$ cat src/rtl/pipe_pkg.sv
// Types and constants shared between the reorder buffer and the retire stage.
package pipe_pkg;

  localparam int DATA_W = 32;
  localparam int REG_AW = 5;

  localparam logic [DATA_W-1:0] EXC_VECTOR_DEFAULT = 32'h8000_0180;
  localparam logic [REG_AW-1:0] REG_ZERO           = 5'd0;

  typedef enum logic [1:0] {
    RUN     = 2'd0,
    ST_WAIT = 2'd1,
    FLUSH   = 2'd2
  } retire_state_t;

endpackage

$ cat src/rtl/retire_unit.sv
// In-order commit stage: turns the ROB head into an RF write, a store, or a precise exception.
// Optional macro RETIRE_COUNT_EN adds a free-running retired-entry counter output.
module retire_unit
  import pipe_pkg::*;
#(
  parameter logic [31:0] EXC_VECTOR = EXC_VECTOR_DEFAULT,
  parameter int          DW         = DATA_W
) (
  input  logic              clk,
  input  logic              rst_n,
  input  logic              stall,
  input  logic              head_valid,
  input  logic [DW-1:0]     head_val,
  input  logic [REG_AW-1:0] head_rd,
  input  logic              head_store,
  input  logic [DW-1:0]     head_addr,
  input  logic              head_ex,
  input  logic [DW-1:0]     head_pc,
  output logic              head_pop,
  output logic              rf_we,
  output logic [REG_AW-1:0] rf_waddr,
  output logic [DW-1:0]     rf_wdata,
  output logic              st_req,
  output logic [DW-1:0]     st_addr,
  output logic [DW-1:0]     st_data,
  input  logic              st_ack,
  output logic              flush,
  output logic [DW-1:0]     redirect_pc,
  output logic [DW-1:0]     epc
`ifdef RETIRE_COUNT_EN
  ,
  output logic [31:0]       retired_cnt
`endif
);

  retire_state_t state_reg;

  assign redirect_pc = EXC_VECTOR[DW-1:0];

  // A store is popped only once memory has accepted it, so the entry is never lost.
  always_comb begin
    head_pop = 1'b0;
    if (rst_n && !stall) begin
      case (state_reg)
        RUN:     head_pop = head_valid && (head_ex || !head_store);
        ST_WAIT: head_pop = st_ack;
        default: head_pop = 1'b0;
      endcase
    end
  end

  always_ff @(posedge clk or negedge rst_n) begin
    if (!rst_n) begin
      state_reg <= RUN;
      rf_we     <= 1'b0;
      rf_waddr  <= '0;
      rf_wdata  <= '0;
      st_req    <= 1'b0;
      st_addr   <= '0;
      st_data   <= '0;
      flush     <= 1'b0;
      epc       <= '0;
    end else begin
      rf_we <= 1'b0;
      flush <= 1'b0;
      if (!stall) begin
        case (state_reg)
          RUN: begin
            if (head_valid) begin
              if (head_ex) begin
                flush     <= 1'b1;
                epc       <= head_pc;
                state_reg <= FLUSH;
              end else if (head_store) begin
                st_req    <= 1'b1;
                st_addr   <= head_addr;
                st_data   <= head_val;
                state_reg <= ST_WAIT;
              end else begin
                rf_we    <= (head_rd != REG_ZERO);
                rf_waddr <= head_rd;
                rf_wdata <= head_val;
              end
            end
          end
          ST_WAIT: begin
            if (st_ack) begin
              st_req    <= 1'b0;
              state_reg <= RUN;
            end
          end
          FLUSH:   state_reg <= RUN;
          default: state_reg <= RUN;
        endcase
      end
    end
  end

`ifdef RETIRE_COUNT_EN
  always_ff @(posedge clk or negedge rst_n) begin
    if (!rst_n) begin
      retired_cnt <= '0;
    end else if (head_pop) begin
      retired_cnt <= retired_cnt + 32'd1;
    end
  end
`endif

endmodule

$ cat config.mk
export PLATFORM = sky130hd
export DESIGN_NAME = retire_unit
export DESIGN_NICKNAME = d
export VERILOG_FILES = /design/src/rtl/pipe_pkg.sv /design/src/rtl/retire_unit.sv
export SDC_FILE = /design/constraint.sdc
export NUM_CORES = 1
export LEC_CHECK = 0
export BUFFER_PORTS_ARGS = -buffer_cell sky130_fd_sc_hd__clkbuf_2
export CAP_MARGIN = 15
export CORE_MARGIN = 2
export CORE_UTILIZATION = 49
export DETAILED_ROUTE_END_ITERATION = 6
export PLACE_DENSITY = 0.81
export SLEW_MARGIN = 20
export SYNTH_ARGS = -nofsm -noshare
export SYNTH_HDL_FRONTEND = slang
export SYNTH_SLANG_ARGS = --single-unit
$ cat constraint.sdc
create_clock -name clk -period 2.8 [get_ports clk]
set_clock_uncertainty 0.05 [all_clocks]
set_input_delay 0.7 -clock clk [delete_from_list [all_inputs] [get_ports clk]]
set_output_delay 0.7 -clock clk [all_outputs]
set_load 0.03 [all_outputs]
==> impl_metrics.toml, run 1 <==
[outcome]
status = "finished clean"

[sta]
hold_slack_ns = 0.359
relSlewSlack_pct = 42.7
fin_crit_ns = 2.56
fin_ws_ns = 0.242
hold_viol_final = 0
fmax_ghz = 0.391
rsz0062_at_grt = "false"
worst_slew_pin_slew_ns = 0.859
finalCritPeriodShare_pct = 91.4
finalSetupViolCount = 0
final_max_slew_viol_count = 0
tns_ns = 0

[drt]
firstDrtPassIters = 4
vias_per_cell = 4.80
wl_per_cell_um = 16.4
drtAntennaViolNets = 0
drc = 0
vias = 3595
wl_um = 12300
drtIter0Drc = 88

[grt]
use_met1_pct = 22.8
grt_use_met3_pct = 8.60
met2_usage_pct = 36.0
grt_overflow_total = 0
grtUsageTotal_pct = 20.7
grt_pass1_vias = 3719
grt_pass1_wl_um = 18400
grt-busiest-layer = "met2"
antenna_found_initial = 0
grt_max_degree = 71

[placed_design]
dp_hpwl_um = 9130
preCtsSetupSlack_ns = 0.294
portBuffers = 244
gp_congestion = 0.778
placed_cells = 717

[power]
p_per_area_nw_per_um2 = 1080
vdd.ir_drop.worst_v = 0.000550
total_power_mw = 7.88
p_leak_nw = 3.80

[setup_path]
path_class = "flop to output pin"
crit_required_ns = 2.05
crit_fanout = 6
rrSetupSlack_ns = 1.07
crit_arrival_ns = 1.81
cp-end-kind = "output pin"
crit_path_top_delay_cell = "or3b_2"
worstSetupStartpointType = "flop"
cpPeakStageDelay_ns = 0.48
path_cells = "or3b_2, a21oi_1, clkbuf_2"

[final_layout]
layout_common_cells = "clkbuf_2 (243), dfrtp_1 (138), mux2_2 (133), conb_1 (32), clkbuf_16 (16)"
layout-drive-gt1-share_pct = 69.0
instances_no_fill = 749
final_nets = 704
n_antenna_cell = 0
layout_commonest_cell = "clkbuf_2"
area_delta_synth_final_pct = 34.1

[logic_synthesis]
ys_top_cells_by_area = "dfrtp_1 (63%), mux2_2 (28%), buf_4 (4.4%)"
synthCells = 342
yosysTopAreaCellShare_pct = 63.5
synth-seq-cells = 138
syn_avg_cell_area_um2 = 15.9
synth_area_um2 = 5440
ys_warn_count = 0
yosysUniqueCellTypes = 17
yosys.area.top_type = "dfrtp_1"
ys_seq_area_share_pct = 63.5

[cts]
cts_tree = "done"
cts_made_buffers = 17
hold_buffers = 0
cts_resized = 0
postCtsSetupRepairBufs = 0
htreeDepth = 4
clkTransAtPathRegs_ns = 0.06
cts_max_path_buffers = 2
clock_latency_ns = 0.51
cts-root-buf = "clkbuf_8"
clkSinkCount = 138

[floorplanning]
rows = 38
initial_core_util_pct = 50.2
die_w_um = 109
dieHeight_um = 109
die_area_um2 = 12000
io_pins = 277
core-area_um2 = 10800

[hold_path]
min_path_type = "primary input to asynchronous set/reset pin"

[run]
max_cap_viol_count = 0
-- worst max-delay path: cells and delay by family, from the launching register on --
family,cells,cell delay (ns)
compound gates,1,0.14
flops,1,0.45
simple gates,1,0.48
buf+inv,1,0.22
-- routing by layer --
layer | wire [um] | vias to the layer above
li1 | - | 1625
met1 | 4540 | 1777
met2 | 6440 | 178
met3 | 1120 | 15
met4 | 171 | 0
met5 | 0 | -
-- cells in the mapped netlist, drive strengths merged --
cell type,count
nand2,8
buf,46
a21oi,2
o21ai,1
a311oi,1
nor4b,1
inv,1
conb,2
dfrtp,138
or3b,1
mux2,133
nor3,1
a31oi,1
nor2b,2
nor2,4
-- kinds of logic after synthesis --
family	share of synthesized area, %
mux	27.5
compound gates	0.552
simple gates	1.75
flops	63.5
other cells	0.138
buf+inv	6.58
-- power breakdown --
group	total (mW)	leakage [nW]	internal [mW]	switching, mW
Sequential	2.90	1.67	2.58	0.316
Combinational	2.64	1.82	0.869	1.77
Clock	2.35	0.306	1.54	0.814
-- layout make-up --
type,instances,area (um2)
Multi-Input combinational cell,187,1750
Fill cell,789,3540
Tap cell,140,175
Clock buffer,21,469
Sequential cell,138,3450
Clock inverter,11,166
Inverter,1,3.75
Timing Repair Buffer,251,1280
-- final timing paths --
kind	endpoint	startpoint	cells past startpoint
setup / recovery	head_pop	state_reg[0]	3
max in group asynchronous	st_data[20]	rst_n	2
hold reg to reg	rf_wdata[18]	rf_wdata[18]	1
hold / removal	rf_wdata[29]	rst_n	2
setup reg to reg	rf_wdata[25]	state_reg[1]	4
min in group clk	st_addr[28]	head_addr[28]	2
-- metrics by stage --
| stage | utilization (%) | instance area (um2) |
|---|---|---|
| 3_5_place_dp | 61.4 | 6660 |
| 3_3_place_gp | 61.4 | 6660 |
| 2_1_floorplan | - | 5550 |
| 6_report | 67.3 | 7300 |
| 5_1_grt | 67.3 | 7300 |
| 4_1_cts | 67.3 | 7300 |
Power figures use the tool's default switching activity.
==> inputs of run 2 (changes only) <==
Settings changed: CORE_ASPECT_RATIO set to 0.8, CORE_UTILIZATION 49 to 41, PLACE_DENSITY 0.81 to 0.72.
Clock period 2.8 ns to 2.1 ns, I/O delays scaled along.
==> impl_metrics.toml, run 2 (same netlist as run 1, synthesis figures left out) <==
[outcome]
status = "finished clean"

[sta]
final_max_slew_viol_count = 0
rsz0062_at_grt = "true"
hold_viol_final = 0
fmax_ghz = 0.480
hold_slack_ns = 0.200
fin_crit_ns = 2.08
relSlewSlack_pct = 52.2
finalCritPeriodShare_pct = 99.2
worst_slew_pin_slew_ns = 0.716
tns_ns = 0
finalSetupViolCount = 0

[floorplanning]
io_pins = 277
dieHeight_um = 107
core-area_um2 = 12900
die_area_um2 = 14200
rows = 37
initial_core_util_pct = 42.1
die_w_um = 133

[placed_design]
place_area_um2 = 6750
gp_congestion = 0.764
dp_hpwl_um = 8960
portBuffers = 244

[grt]
grt_pass1_wl_um = 19600
grt_pass1_vias = 3789
grt_overflow_total = 0
grtUsageTotal_pct = 18.1
grt_max_degree = 139
antenna_found_initial = 0

[final_layout]
area_delta_synth_final_pct = 36.4
post-route-util_pct = 57.5
layout_common_cells = "clkbuf_2 (242), dfrtp_1 (137), mux2_2 (133), conb_1 (32), clkbuf_16 (17)"
n_antenna_cell = 0
final_nets = 704
stdcell_area_um2 = 7420
layout-drive-gt1-share_pct = 69.3
layout_commonest_cell = "clkbuf_2"

[power]
p_per_area_nw_per_um2 = 1420
vdd.ir_drop.worst_v = 0.000745
p_leak_nw = 3.83
total_power_mw = 10.6

[drt]
firstDrtPassIters = 4
drtIter0Drc = 77
drtAntennaViolNets = 0
drc = 0
vias = 3585
vias_per_cell = 4.57
wl_um = 12300
wl_per_cell_um = 15.7

[setup_path]
crit_fanout = 2
crit_required_ns = 1.52
worstSetupStartpointType = "flop"
cp-end-kind = "output pin"
crit_arrival_ns = 1.51
path_class = "flop to output pin"

[cts]
cts-root-buf = "clkbuf_16"
clkTransAtPathRegs_ns = 0.05
cts_made_buffers = 17
hold_buffers = 0
cts_max_path_buffers = 2
clock_latency_ns = 0.41
cts_tree = "done"
clkSinkCount = 138
htreeDepth = 4

[hold_path]
min_path_type = "primary input to asynchronous set/reset pin"

[run]
max_cap_viol_count = 0
==> run 2: layer usage <==
layer	GRT usage [%]	routed length, um	vias to the layer above
li1	-	-	1627
met3	7.04	1020	17
met1	21.5	4960	1764
met2	29.8	6120	177
met5	0	0	-
met4	7.22	199	0
==> run 2: cell type report <==
cell class / count / area (um2)
clock buffers: 22 / 484
clock inverters: 10 / 164
fillers: 1087 / 5500
inverters: 1 / 3.75
multi-input cells: 187 / 1760
flip-flops and latches: 138 / 3450
well taps: 175 / 219
repair buffers: 251 / 1340
==> run 2: repair_timing <==
| item | CTS | global route |
|---|---|---|
| endpoints found under the setup margin | 1 | 1 |
| setup buffers | 1 | 0 |
| resized for setup | 4 | 1 |
| pin swaps | 2 | 0 |
==> run 2: critical path, cell delays in order (launching register included) <==
cell      delay, ns
dfrtp_2        0.42
or3b_4         0.38
a21oi_2        0.14
clkbuf_8       0.17
==> run 2: path summary, 6_finish.rpt <==
check	slack, ns	startpoint	depth (start not counted)	endpoint
max reg2reg	0.32	state_reg[0]	5	epc[22]
min in group clk	0.29	head_pc[18]	2	epc[18]
max	0.02	state_reg[0]	3	head_pop
max in group asynchronous	1.24	rst_n	2	state_reg[0]
min	0.20	rst_n	2	st_data[31]
min reg2reg	0.45	rf_wdata[19]	1	rf_wdata[19]
==> run 2: report_power, final <==
part | internal [mW] | total (mW) | switching (mW)
logic | 1.17 | 3.52 | 2.35
clock network | 2.12 | 3.19 | 1.08
registers | 3.44 | 3.85 | 0.411
==> run 2: stage by stage <==
step | instances | setup WS [ns]
after floorplan | 372 | 0.0846
after global placement | 751 | -0.0177
after detailed placement | 751 | -0.0242
after CTS | 784 | 0.0124
after global routing | 784 | -0.0490
final | 784 | 0.0174
